$ cat src/rtl/hazard_stall_ctrl.sv
// rtl/hazard_stall_ctrl.sv - load-use / redirect / data-memory-wait hazard and stall control
// Optional performance counters: define HAZARD_PERF_CNT_EN.
module hazard_stall_ctrl #(
  parameter int TIMEOUT = 255,
  parameter int CNT_W   = 16
) (
  input  logic             clk,
  input  logic             rst_n,
  input  logic [4:0]       rs1_id,
  input  logic [4:0]       rs2_id,
  input  logic             useRs1_id,
  input  logic             useRs2_id,
  input  logic [4:0]       rd_ex,
  input  logic             memRead_ex,
  input  logic             branchTaken_ex,
  input  logic             jump_ex,
  input  logic             memReq_mem,
  input  logic             dmemReady,
  output logic             ctrl_select,
  output logic             pcWrite,
  output logic             ifidWrite,
  output logic             ifidFlush,
  output logic             idexWrite,
  output logic             exmemWrite,
  output logic             memwbWrite,
  output logic             memTimeout,
  output logic [CNT_W-1:0] stallCycles,
  output logic [CNT_W-1:0] flushCount
);

  typedef enum logic {RUN = 1'b0, MEM_WAIT = 1'b1} state_t;

  localparam logic [16:0] TIMEOUT_L = 17'(TIMEOUT);

  state_t      state, stateNext;
  logic [15:0] waitCnt;
  logic [16:0] waitInc;
  logic        timeoutQ;
  logic        freeze, redirect, loadUse, rs1Hit, rs2Hit;

  assign freeze   = memReq_mem & ~dmemReady;
  assign redirect = branchTaken_ex | jump_ex;
  assign rs1Hit   = useRs1_id & (rs1_id == rd_ex);
  assign rs2Hit   = useRs2_id & (rs2_id == rd_ex);
  assign loadUse  = memRead_ex & (rd_ex != 5'd0) & (rs1Hit | rs2Hit);
  assign waitInc  = {1'b0, waitCnt} + 17'd1;

  // Outputs are gated by rst_n directly so reset forces them regardless of inputs.
  always_comb begin
    stateNext   = state;
    ctrl_select = 1'b1;
    pcWrite     = 1'b1;
    ifidWrite   = 1'b1;
    ifidFlush   = 1'b0;
    idexWrite   = 1'b1;
    exmemWrite  = 1'b1;
    memwbWrite  = 1'b1;

    case (state)
      RUN:      if (freeze) stateNext = MEM_WAIT;
      MEM_WAIT: if (dmemReady) stateNext = RUN;
      default:  stateNext = RUN;
    endcase

    if (!rst_n) begin
      ctrl_select = 1'b0;
      pcWrite     = 1'b0;
      ifidWrite   = 1'b0;
      ifidFlush   = 1'b1;
      idexWrite   = 1'b0;
      exmemWrite  = 1'b0;
      memwbWrite  = 1'b0;
    end else if (freeze) begin
      pcWrite     = 1'b0;
      ifidWrite   = 1'b0;
      idexWrite   = 1'b0;
      exmemWrite  = 1'b0;
      memwbWrite  = 1'b0;
    end else if (redirect) begin
      ifidFlush   = 1'b1;
      ctrl_select = 1'b0;
    end else if (loadUse) begin
      pcWrite     = 1'b0;
      ifidWrite   = 1'b0;
      ctrl_select = 1'b0;
    end
  end

  always_ff @(posedge clk or negedge rst_n) begin
    if (!rst_n) begin
      state    <= RUN;
      waitCnt  <= '0;
      timeoutQ <= 1'b0;
    end else begin
      state <= stateNext;
      if (state == RUN) begin
        if (freeze) waitCnt <= '0;
      end else begin
        if (waitCnt != 16'hFFFF) waitCnt <= waitInc[15:0];
        // Sticky; the access itself is never aborted.
        if (waitInc >= TIMEOUT_L) timeoutQ <= 1'b1;
      end
    end
  end

  assign memTimeout = timeoutQ;

`ifdef HAZARD_PERF_CNT_EN
  localparam logic [CNT_W-1:0] CNT_ONE = CNT_W'(1);

  logic [CNT_W-1:0] stallQ, flushQ;

  always_ff @(posedge clk or negedge rst_n) begin
    if (!rst_n) begin
      stallQ <= '0;
      flushQ <= '0;
    end else begin
      if ((freeze | (loadUse & ~redirect)) && (stallQ != '1)) stallQ <= stallQ + CNT_ONE;
      if (redirect && !freeze && (flushQ != '1)) flushQ <= flushQ + CNT_ONE;
    end
  end

  assign stallCycles = stallQ;
  assign flushCount  = flushQ;
`else
  assign stallCycles = '0;
  assign flushCount  = '0;
`endif

endmodule

$ cat config.mk
export PLATFORM = sky130hd
export DESIGN_NAME = hazard_stall_ctrl
export DESIGN_NICKNAME = d
export VERILOG_FILES = /design/src/rtl/hazard_stall_ctrl.sv
export SDC_FILE = /design/constraint.sdc
export NUM_CORES = 1
export LEC_CHECK = 0
export ABC_AREA = 1
export BUFFER_PORTS_ARGS = -buffer_cell sky130_fd_sc_hd__buf_4
export CAP_MARGIN = 15
export CORE_ASPECT_RATIO = 1.75
export CORE_MARGIN = 2
export CORE_UTILIZATION = 49
export DETAILED_ROUTE_END_ITERATION = 16
export GPL_TIMING_DRIVEN = 0
export PLACE_DENSITY = 0.8
export SLEW_MARGIN = 15
export SYNTH_ARGS = -nofsm -noshare
export SYNTH_HDL_FRONTEND = slang
export SYNTH_SLANG_ARGS = --single-unit
$ cat constraint.sdc
create_clock -name clk -period 2.05 [get_ports clk]
set_input_delay 0.205 -clock clk [delete_from_list [all_inputs] [get_ports clk]]
set_output_delay 0.205 -clock clk [all_outputs]
set_load 0.02 [all_outputs]
[Yosys cells after proc, flatten, opt, wreduce, memory -nomap -nowiden]
Index checks and enable logic that the tools add are counted.
Operators by class
  $add $sub $neg: 1
  magnitude comparators: 1
  equal/unequal tests: 4
  muxes and demuxes: 18
  bitwise operators: 9
  reductions and logical operators: 4
Operators by type and width (number)
  $mux W16: 3
  $add A16 B1 Y17 const B: 1
  $ge A17 B8 Y1 const B: 1
  $ne A16 B16 Y1 const B: 1
  $mux W1: 14
  $eq A5 B5 Y1: 2
  $and A1 B1 Y1: 5
  $reduce_bool A5 Y1: 1
  $reduce_and A2 Y1: 2
  $ne A2 B1 Y1 const B: 1
  $not A1 Y1: 2
  $or A1 B1 Y1: 2
  $pmux W1 S2: 1
  $reduce_bool A2 Y1: 1
Word-level totals
  flip-flop bits (word level): 18
  bits of input ports: 24
  output and inout bits: 40
  word-level logic and storage cells: 40

[Logic depth before layout (Yosys ltp)]
Gate-level depths: netlist of run 1.
  depth after elaboration: 8
  depth in mapped cells: 11
  depth with buffers taken out: 11

[Worst setup path before layout of run 1]
No wires, ideal clock.
  path type: register -> register
  start point: register waitCnt[1]
  end point: register timeoutQ (netlist: memTimeout)
  setup time: 121 ps
  arrival time: 1424 ps
  data required time: 1929 ps
  slack: 505 ps
  cell stages (with the launch flop): 11
  buffers on the path: 0
  clock period less this slack: 1545 ps
  cells stage by stage: dfrtp_1 > ha_1 > nand2_1 > nor2_4 > nand3_1 > nand2_1 > nand2_1 > nor2_1 > nand2_1 > o21bai_1 > nand2_1
Between the ends
  word-level cells in the longest chain between the ends: 3
Ends and longest elaborated chain
  from (decl): RTL line 36  | logic [15:0] waitCnt;
  from (signal assigned): RTL line 99  | if (waitCnt != 16'hFFFF) waitCnt <= waitInc[15:0];
  $add A16 B1 Y17: RTL line 46  | assign waitInc = {1'b0, waitCnt} + 17'd1;
  $ge A17 B8 Y1: RTL line 101  | if (waitInc >= TIMEOUT_L) timeoutQ <= 1'b1;
  $reduce_and A2 Y1 (no line)
  to (signal assigned): RTL line 93  | timeoutQ <= 1'b0;
  to (signal assigned): RTL line 101
  to (decl): RTL line 38  | logic timeoutQ;
Every way passes these cells.
A chain may end at the register's enable or synchronous reset.

[Worst setup path after layout of run 1]
  start point: input port rst_n
  end point: output port pcWrite
Between the ends
  word-level cells in the longest chain between the ends: 1
Ends and longest elaborated chain
  from (decl): RTL line 8  | input logic rst_n,
  $mux W1: RTL line 65  | if (!rst_n) begin
  to (decl): RTL line 20  | output logic pcWrite,
Every way passes these cells.

==> insert_results.sql, run 1 <==
INSERT INTO impl_metrics (metric_group, metric, value, unit) VALUES
('yosys', 'netlist_area', '1625', 'um^2'),
('worst_setup_path', 'cpMostUsedCell', 'sky130_fd_sc_hd__buf_4', ''),
('sta', 'post_route_fraction_of_the_period_consumed_by_the_critical_path', '92.45', '%'),
('routing', 'drt.antenna.violating_nets', '0', ''),
('global_route', 'vias_in_the_first_global_route', '1533', ''),
('sta', 'fin_setup_tns', '0', 'ns'),
('power_and_ir_drop', 'static-leakage-power', '1.144', 'nW'),
('yosys', 'synth_fa_ha_area_share', '1.540', '%'),
('worst_setup_path', 'critical-path-max-stage-delay', '0.53', 'ns'),
('yosys', 'synth_sequential_area_ratio', '27.71', '%'),
('routing', 'detail_route.first_pass.iterations', '4', ''),
('final_layout', 'fin_cells', '341', ''),
('yosys', 'synth_top_family_by_area', 'simple AND/OR/NAND/NOR gates', ''),
('sta', 'clock.fmax', '527.6', 'MHz'),
('yosys', 'synth-compound-area-share', '10.70', '%'),
('routing', 'num_vias', '1549', ''),
('sta', 'min_period', '1.895', 'ns'),
('clock_tree', 'htree_levels', '1', ''),
('clock_tree', 'cts_setup_buffers', '0', ''),
('global_route', 'globalRouteTotalUtil', '22.01', '%'),
('yosys', 'synth.top_cells.by_area', 'sky130_fd_sc_hd__dfrtp_1 (28%), sky130_fd_sc_hd__buf_4 (16%), sky130_fd_sc_hd__nand2_1 (12%), sky130_fd_sc_hd__inv_1 (7.4%), sky130_fd_sc_hd__nor2_1 (5.1%)', ''),
('worst_setup_path', 'worstPathCellList', 'dlygate4sd3_1 > buf_4 > inv_1 > nor2_1 > nand2_1 > inv_1 > buf_4 > buf_4', ''),
('yosys', 'synthDistinctLibCells', '30', ''),
('final_layout', 'nNetsFinal', '325', ''),
('final_layout', 'area.sequential', '450.4', 'um^2'),
('yosys', 'synth-xor-area-share', '5.389', '%'),
('routing', 'first_iter_violations', '25', ''),
('worst_setup_path', 'cp.required', '1.85', 'ns'),
('worst_setup_path', 'critical_path.top_delay_family', 'buffers and inverters', ''),
('final_layout', 'multi_input_comb_area', '897.1', 'um^2'),
('yosys', 'synth_top_cell_by_area', 'sky130_fd_sc_hd__dfrtp_1', ''),
('yosys', 'syn_area_per_cell', '7.036', 'um^2'),
('placement', 'finalWeightedCongestion', '0.8847', ''),
('placement', 'place_inst', '336', ''),
('die', 'die_y', '80.19', 'um'),
('yosys', 'ys_ff_latch', '18', ''),
('global_route', 'grt_start_max_net_pins', '21', ''),
('job', 'count_of_max_cap_constraint_violations', '0', ''),
('yosys', 'portion_of_netlist_area_occupied_by_mux_cells', '0', '%'),
('outcome', 'run_status', 'finished, final reports clean', ''),
('final_layout', 'mostFrequentLayoutCells', 'sky130_fd_sc_hd__buf_4 (66), sky130_fd_sc_hd__nand2_1 (53), sky130_fd_sc_hd__inv_1 (32), sky130_fd_sc_hd__conb_1 (32), sky130_fd_sc_hd__nor2_1 (22)', ''),
('die', 'die-width', '47.54', 'um'),
('min_path', 'cell_depth_of_the_worst_hold_path', '2', ''),
('sta', 'setup_violations', '0', ''),
('min_path', 'min_path_type', 'primary input to flip-flop', ''),
('final_layout', 'layout_commonest_cell', 'sky130_fd_sc_hd__buf_4', ''),
('worst_setup_path', 'cell_with_the_largest_stage_delay_on_the_worst_path', 'sky130_fd_sc_hd__dlygate4sd3_1', ''),
('sta', 'clock_skew', '0.002592', 'ns'),
('clock_tree', 'clock_path_buffers', '2', ''),
('worst_setup_path', 'worstRegToRegCells', '10', ''),
('power_and_ir_drop', 'worst_ir_drop_vdd', '0.4073', 'mV'),
('clock_tree', 'cts.repair.resized', '0', ''),
('clock_tree', 'path_clk_slew', '0.07', 'ns'),
('worst_setup_path', 'cp_data_arrival_time', '1.69', 'ns'),
('die', 'die_area', '3812', 'um^2'),
('placement', 'preCtsSetupSlack', '0.1851', 'ns'),
('global_route', 'first_pass_grt_wire_length', '6141', 'um'),
('clock_tree', 'cts_root_buf', 'sky130_fd_sc_hd__clkbuf_8', ''),
('routing', 'totalWireLength', '3642', 'um'),
('routing', 'detail_route.vias_per_cell', '4.543', ''),
('clock_tree', 'number_of_clock_buffers_inserted_by_tritoncts', '3', ''),
('placement', 'buffer_ports.inserted', '31', ''),
('routing', 'drc_errors', '0', ''),
('die', 'placeableCoreArea', '3142', 'um^2'),
('die', 'rows', '27', ''),
('sta', 'final.setup.worst_slack', '0.1547', 'ns'),
('routing', 'dr_wl_cell', '10.68', 'um'),
('clock_tree', 'worstSkewPairLatency', '0.26', 'ns'),
('worst_setup_path', 'cp-end-kind', 'output port', ''),
('clock_tree', 'cts.sinks', '18', ''),
('worst_setup_path', 'setup.worst_path.start_class', 'primary input', '');
[cell families after synthesis]
group / Yosys count
other: 1
XOR/XNOR: 10
AO/OA/AOI/OAI: 25
adder cells (fa/ha/maj): 2
AND/OR/NAND/NOR: 107
buffers and inverters: 68
flip-flops: 18
[flip-flops by register name (all words and copies together) (netlist names)]
| signal | flops |
|---|---|
| state | 1 |
| waitCnt | 16 |
| memTimeout | 1 |
[worst register-to-register path, delay by kind of cell (launching register included)]
family	cells	cell delay, ns
adders and majority gates	1	0.23
and+or+nand+nor	8	0.95
AOI/OAI and AO/OA	1	0.17
DFF	1	0.41
[timing repair]
action,in CTS,in global routing
setup endpoints to repair,0,1
hold buffers,1,0
endpoints found under the hold margin,18,0
[worst paths after layout]
kind                             from          end  slack, ns
max                             rst_n      pcWrite       0.15
min                         dmemReady        state       0.09
max reg2reg                waitCnt[1]   memTimeout       0.19
min reg2reg                memTimeout   memTimeout       0.47
max in group asynchronous       rst_n  waitCnt[12]       1.46
min in group asynchronous       rst_n   waitCnt[4]       0.38
[routing by layer]
metal  vias to the layer above  GRT usage, %  routed length [um]
met5                         -             0                   0
met4                         0         8.919                  85
met3                         8         2.472                 172
met2                        57         41.76                2166
met1                       689         22.21                1218
li1                        795             -                   -
[cell type report]
class / count / share of cell area (%)
inverters: 32 / 5.738
clock buffers: 4 / 2.630
plain buffers: 36 / 13.09
well taps: 43 / 2.570
multi-input cells: 176 / 42.86
flip-flops and latches: 18 / 21.52
repair buffers: 32 / 11.60
[power breakdown]
| group | switching, mW | internal (mW) |
|---|---|---|
| clock | 0.128 | 0.171 |
| sequential | 0.0400 | 0.383 |
| combinational | 0.187 | 0.144 |
| total | 0.355 | 0.698 |
[Yosys cell counts, drive strengths merged]
cell type,number
xor2,8
o41ai,1
o21bai,1
nand3b,1
inv,32
xnor2,2
o21ai,13
buf,36
a21oi,1
a22o,1
nand4,6
nor3,1
nor2,26
ha,2
nand3,17
o22ai,6
a211oi,1
conb,1
a221oi,1
dfrtp,18
nand2,56
[through the flow]
stage | hold WS, ns | power, mW | area, um^2
floorplan | -0.09059 | 0.6596 | 1742
global placement | 0.09727 | 0.7474 | 2028
detailed placement | 0.09857 | 0.7561 | 2028
CTS | 0.09556 | 1.050 | 2093
global route | 0.1112 | 1.108 | 2093
finish | 0.09466 | 1.052 | 2093
Power figures use the tool's default switching activity.
==> run 2: changes to the inputs <==
--- a/config.mk
+++ b/config.mk
@@ -8,7 +8,7 @@
 export ABC_AREA = 1
 export BUFFER_PORTS_ARGS = -buffer_cell sky130_fd_sc_hd__buf_4
 export CAP_MARGIN = 15
-export CORE_ASPECT_RATIO = 1.75
+export CORE_ASPECT_RATIO = 1.25
 export CORE_MARGIN = 2
 export CORE_UTILIZATION = 49
 export DETAILED_ROUTE_END_ITERATION = 16
==> constraint.sdc (replaced) <==
create_clock -name clk -period 1.8 [get_ports clk]
set_input_delay 0.18 -clock clk [delete_from_list [all_inputs] [get_ports clk]]
set_output_delay 0.18 -clock clk [all_outputs]
set_load 0.02 [all_outputs]
==> run 2 against run 1 <==
Effect of this change:
- first-iteration DRC count increased by 84%
- clock skew grew 0.00074 ns
- power grew 19%
- flip-flop and latch count unchanged
- combinational power increased by 24%
- worst hold slack worse by 0.027 ns
- global-route usage fell by 1.7 points
- critical path depth grew 1
- largest power group unchanged
- final cell count fell by 0.29%
==> insert_results.sql, run 2 (synthesis results as in run 1) <==
INSERT INTO impl_metrics (metric_group, metric, value, unit) VALUES
('worst_setup_path', 'worst-path-max-fanout', '10', ''),
('power_and_ir_drop', 'seqPwrFrac', '39.4', '%'),
('worst_setup_path', 'setup.worst_path.start_class', 'flip-flop', ''),
('sta', 'finalMaxSlewViolations', '0', ''),
('final_layout', 'drive_above_1_share', '32.34', '%'),
('power_and_ir_drop', 'fin_total_pwr', '1.256', 'mW'),
('worst_setup_path', 'critical_path_buf_inv_count', '2', ''),
('power_and_ir_drop', 'power.share.combinational', '32.8', '%'),
('worst_setup_path', 'cell_with_the_largest_stage_delay_on_the_worst_path', 'sky130_fd_sc_hd__dfrtp_1', ''),
('power_and_ir_drop', 'worst_ir_drop_vdd', '0.6741', 'mV'),
('final_layout', 'insertedDiodeCount', '0', ''),
('clock_tree', 'htree_levels', '1', ''),
('placement', 'total_half_perimeter_wirelength_after_legalization_and_detailed_placement', '2719', 'um'),
('sta', 'setup_violations', '0', ''),
('global_route', 'globalRouteTotalUtil', '20.35', '%'),
('clock_tree', 'cts_root_buf', 'sky130_fd_sc_hd__clkbuf_8', ''),
('min_path', 'timing.hold.worst_endpoint', 'state', ''),
('worst_setup_path', 'rr_startpoint', 'waitCnt[0]', ''),
('sta', 'clock_skew', '0.003330', 'ns'),
('worst_setup_path', 'critical_path.top_delay_family', 'simple AND/OR/NAND/NOR gates', ''),
('final_layout', 'post-route-cell-area', '2157', 'um^2'),
('global_route', 'vias_in_the_first_global_route', '1492', ''),
('worst_setup_path', 'worst-setup-path-type', 'flip-flop to flip-flop', ''),
('placement', 'place_area', '2021', 'um^2'),
('clock_tree', 'clock_path_buffers', '2', ''),
('routing', 'drc_errors', '0', ''),
('routing', 'dr_wl_cell', '10.72', 'um'),
('sta', 'setup_repair_after_global_routing_missed_its_margin', 'yes', ''),
('die', 'die-width', '55.51', 'um'),
('routing', 'detail_route.vias_per_cell', '4.624', ''),
('power_and_ir_drop', 'sw_frac_of_total', '34.45', '%'),
('clock_tree', 'number_of_clock_buffers_inserted_by_tritoncts', '3', ''),
('job', 'count_of_max_cap_constraint_violations', '0', ''),
('die', 'placeableCoreArea', '3194', 'um^2'),
('routing', 'totalWireLength', '3646', 'um'),
('clock_tree', 'cts.sinks', '18', ''),
('outcome', 'run_status', 'finished, final reports clean', ''),
('sta', 'max_slew_margin', '42.79', '%'),
('global_route', 'antenna_violations_before_repair', '0', ''),
('final_layout', 'layout_commonest_cell', 'sky130_fd_sc_hd__buf_4', ''),
('min_path', 'holdCritStartpoint', 'dmemReady', ''),
('final_layout', 'top_reg_by_flops', 'waitCnt', ''),
('final_layout', 'flow.area_growth_from_synthesis', '32.72', '%'),
('die', 'rows', '23', ''),
('worst_setup_path', 'worstRegToRegCells', '9', ''),
('worst_setup_path', 'cp.required', '1.99', 'ns'),
('sta', 'hold_viol_final', '0', ''),
('die', 'floorplan.io_pins', '64', ''),
('placement', 'finalWeightedCongestion', '0.8237', ''),
('die', 'die_area', '3796', 'um^2'),
('worst_setup_path', 'critical-path-max-stage-delay', '0.41', 'ns'),
('final_layout', 'nNetsFinal', '330', ''),
('min_path', 'cell_depth_of_the_worst_hold_path', '2', ''),
('sta', 'min_period', '1.704', 'ns'),
('global_route', 'grt_start_max_net_pins', '19', ''),
('clock_tree', 'path_clk_slew', '0.07', 'ns'),
('die', 'start_util', '50.88', '%'),
('power_and_ir_drop', 'static-leakage-power', '1.173', 'nW'),
('clock_tree', 'worstSkewPairLatency', '0.26', 'ns'),
('min_path', 'min_path_type', 'primary input to flip-flop', ''),
('global_route', 'first_pass_grt_wire_length', '6065', 'um'),
('power_and_ir_drop', 'power_report.internal_total', '823.1', 'uW'),
('power_and_ir_drop', 'power.net_switching', '432.6', 'uW'),
('power_and_ir_drop', 'power_density', '582.2', 'nW/um^2'),
('final_layout', 'nFillCells', '270', ''),
('final_layout', 'post-route-util', '67.53', '%'),
('routing', 'num_vias', '1572', ''),
('worst_setup_path', 'cp-end-kind', 'flip-flop', ''),
('routing', 'detail_route.first_pass.iterations', '4', ''),
('worst_setup_path', 'worst-r2r-setup-slack', '0.1', 'ns'),
('final_layout', 'number_of_flip_flops_under_the_largest_register_name', '16', ''),
('sta', 'timing_worst_slew_pin_value', '0.8553', 'ns'),
('power_and_ir_drop', 'clockPowerShare', '27.8', '%'),
('sta', 'clock.fmax', '586.8', 'MHz'),
('sta', 'post_route_fraction_of_the_period_consumed_by_the_critical_path', '94.67', '%'),
('final_layout', 'mostFrequentLayoutCells', 'sky130_fd_sc_hd__buf_4 (70), sky130_fd_sc_hd__nand2_1 (52), sky130_fd_sc_hd__conb_1 (32), sky130_fd_sc_hd__inv_1 (31), sky130_fd_sc_hd__nor2_1 (21)', ''),
('worst_setup_path', 'regToRegEndpoint', 'waitCnt[15]', ''),
('routing', 'drt.antenna.violating_nets', '0', ''),
('final_layout', 'multi_input_comb_area', '935.9', 'um^2'),
('sta', 'worst_hold_slack', '0.06754', 'ns'),
('placement', 'buffer_ports.inserted', '31', ''),
('worst_setup_path', 'cp_data_arrival_time', '1.89', 'ns'),
('worst_setup_path', 'cpMostUsedCell', 'sky130_fd_sc_hd__nand2_4', ''),
('final_layout', 'area.sequential', '452.9', 'um^2'),
('routing', 'first_iter_violations', '46', ''),
('global_route', 'globalRoute.totalOverflow', '0', ''),
('worst_setup_path', 'worstPathCellList', 'ha_4 > nand2_4 > nor2_4 > buf_4 > nand4_4 > nand2_4 > o21ai_2 > buf_6 > o22ai_1', ''),
('clock_tree', 'tritoncts', 'yes', ''),
('die', 'die_y', '68.39', 'um');
-- run 2: worst register-to-register path: stages, from the launching register on --
cell and delay [ns]:
sky130_fd_sc_hd__dfrtp_1 0.41, sky130_fd_sc_hd__ha_4 0.18, sky130_fd_sc_hd__nand2_4 0.08, sky130_fd_sc_hd__nor2_4 0.20, sky130_fd_sc_hd__buf_4 0.15, sky130_fd_sc_hd__nand4_4 0.09
sky130_fd_sc_hd__nand2_4 0.13, sky130_fd_sc_hd__o21ai_2 0.10, sky130_fd_sc_hd__buf_6 0.17, sky130_fd_sc_hd__o22ai_1 0.11
-- run 2: cell type report --
class,instances,area share [%]
clock buffer,4,2.552
buffer,36,12.70
timing repair buffer,36,12.65
multi-input combinational,177,43.39
inverter,32,5.568
sequential,18,21.00
tap,37,2.146
-- run 2: worst max-delay path by stage --
stage               cells after the start          end  slack, ns        from
finish                                  9  waitCnt[15]        0.1  waitCnt[0]
global route                            9  waitCnt[15]      -0.03  waitCnt[0]
CTS                                    10   memTimeout       0.04  waitCnt[0]
detailed placement                     10   memTimeout      -0.03  waitCnt[0]
global placement                       10   memTimeout       0.01  waitCnt[0]
floorplan                              10   memTimeout       0.25  waitCnt[1]
-- run 2: power by group through the flow --
stage / Clock [mW] / Combinational, mW / Sequential [mW]
after detailed placement: 0 / 0.370 / 0.487
after global routing: 0.371 / 0.454 / 0.502
after CTS: 0.348 / 0.377 / 0.481
after global placement: 0 / 0.365 / 0.486
after floorplan: 0 / 0.273 / 0.478
final: 0.349 / 0.412 / 0.495
-- run 2: metal layers --
metal / vias to the layer above / share of wire [%] / track usage [%]
li1: 815 / - / -
met1: 691 / 39 / 21.21
met2: 59 / 52 / 41.22
met5: - / 0 / 0
met4: 0 / 2.1 / 9.451
met3: 7 / 6.4 / 1.890
-- run 2: per-stage QoR --
step	setup TNS [ns]	cells	setup WS [ns]
6_report	0	340	0.09592
4_1_cts	0	336	0.03976
5_1_grt	-0.1355	340	-0.03324
2_1_floorplan	0	262	0.2546
3_5_place_dp	-0.02501	330	-0.02501
3_3_place_gp	0	330	0.01215
-- run 2: repair_timing --
action	in CTS	in global routing
hold buffers	1	0
cloned	1	0
resized for setup	2	8
endpoints found under the hold margin	18	0
pin swaps	1	5
endpoints found under the setup margin	1	13
buffers inserted	0	4
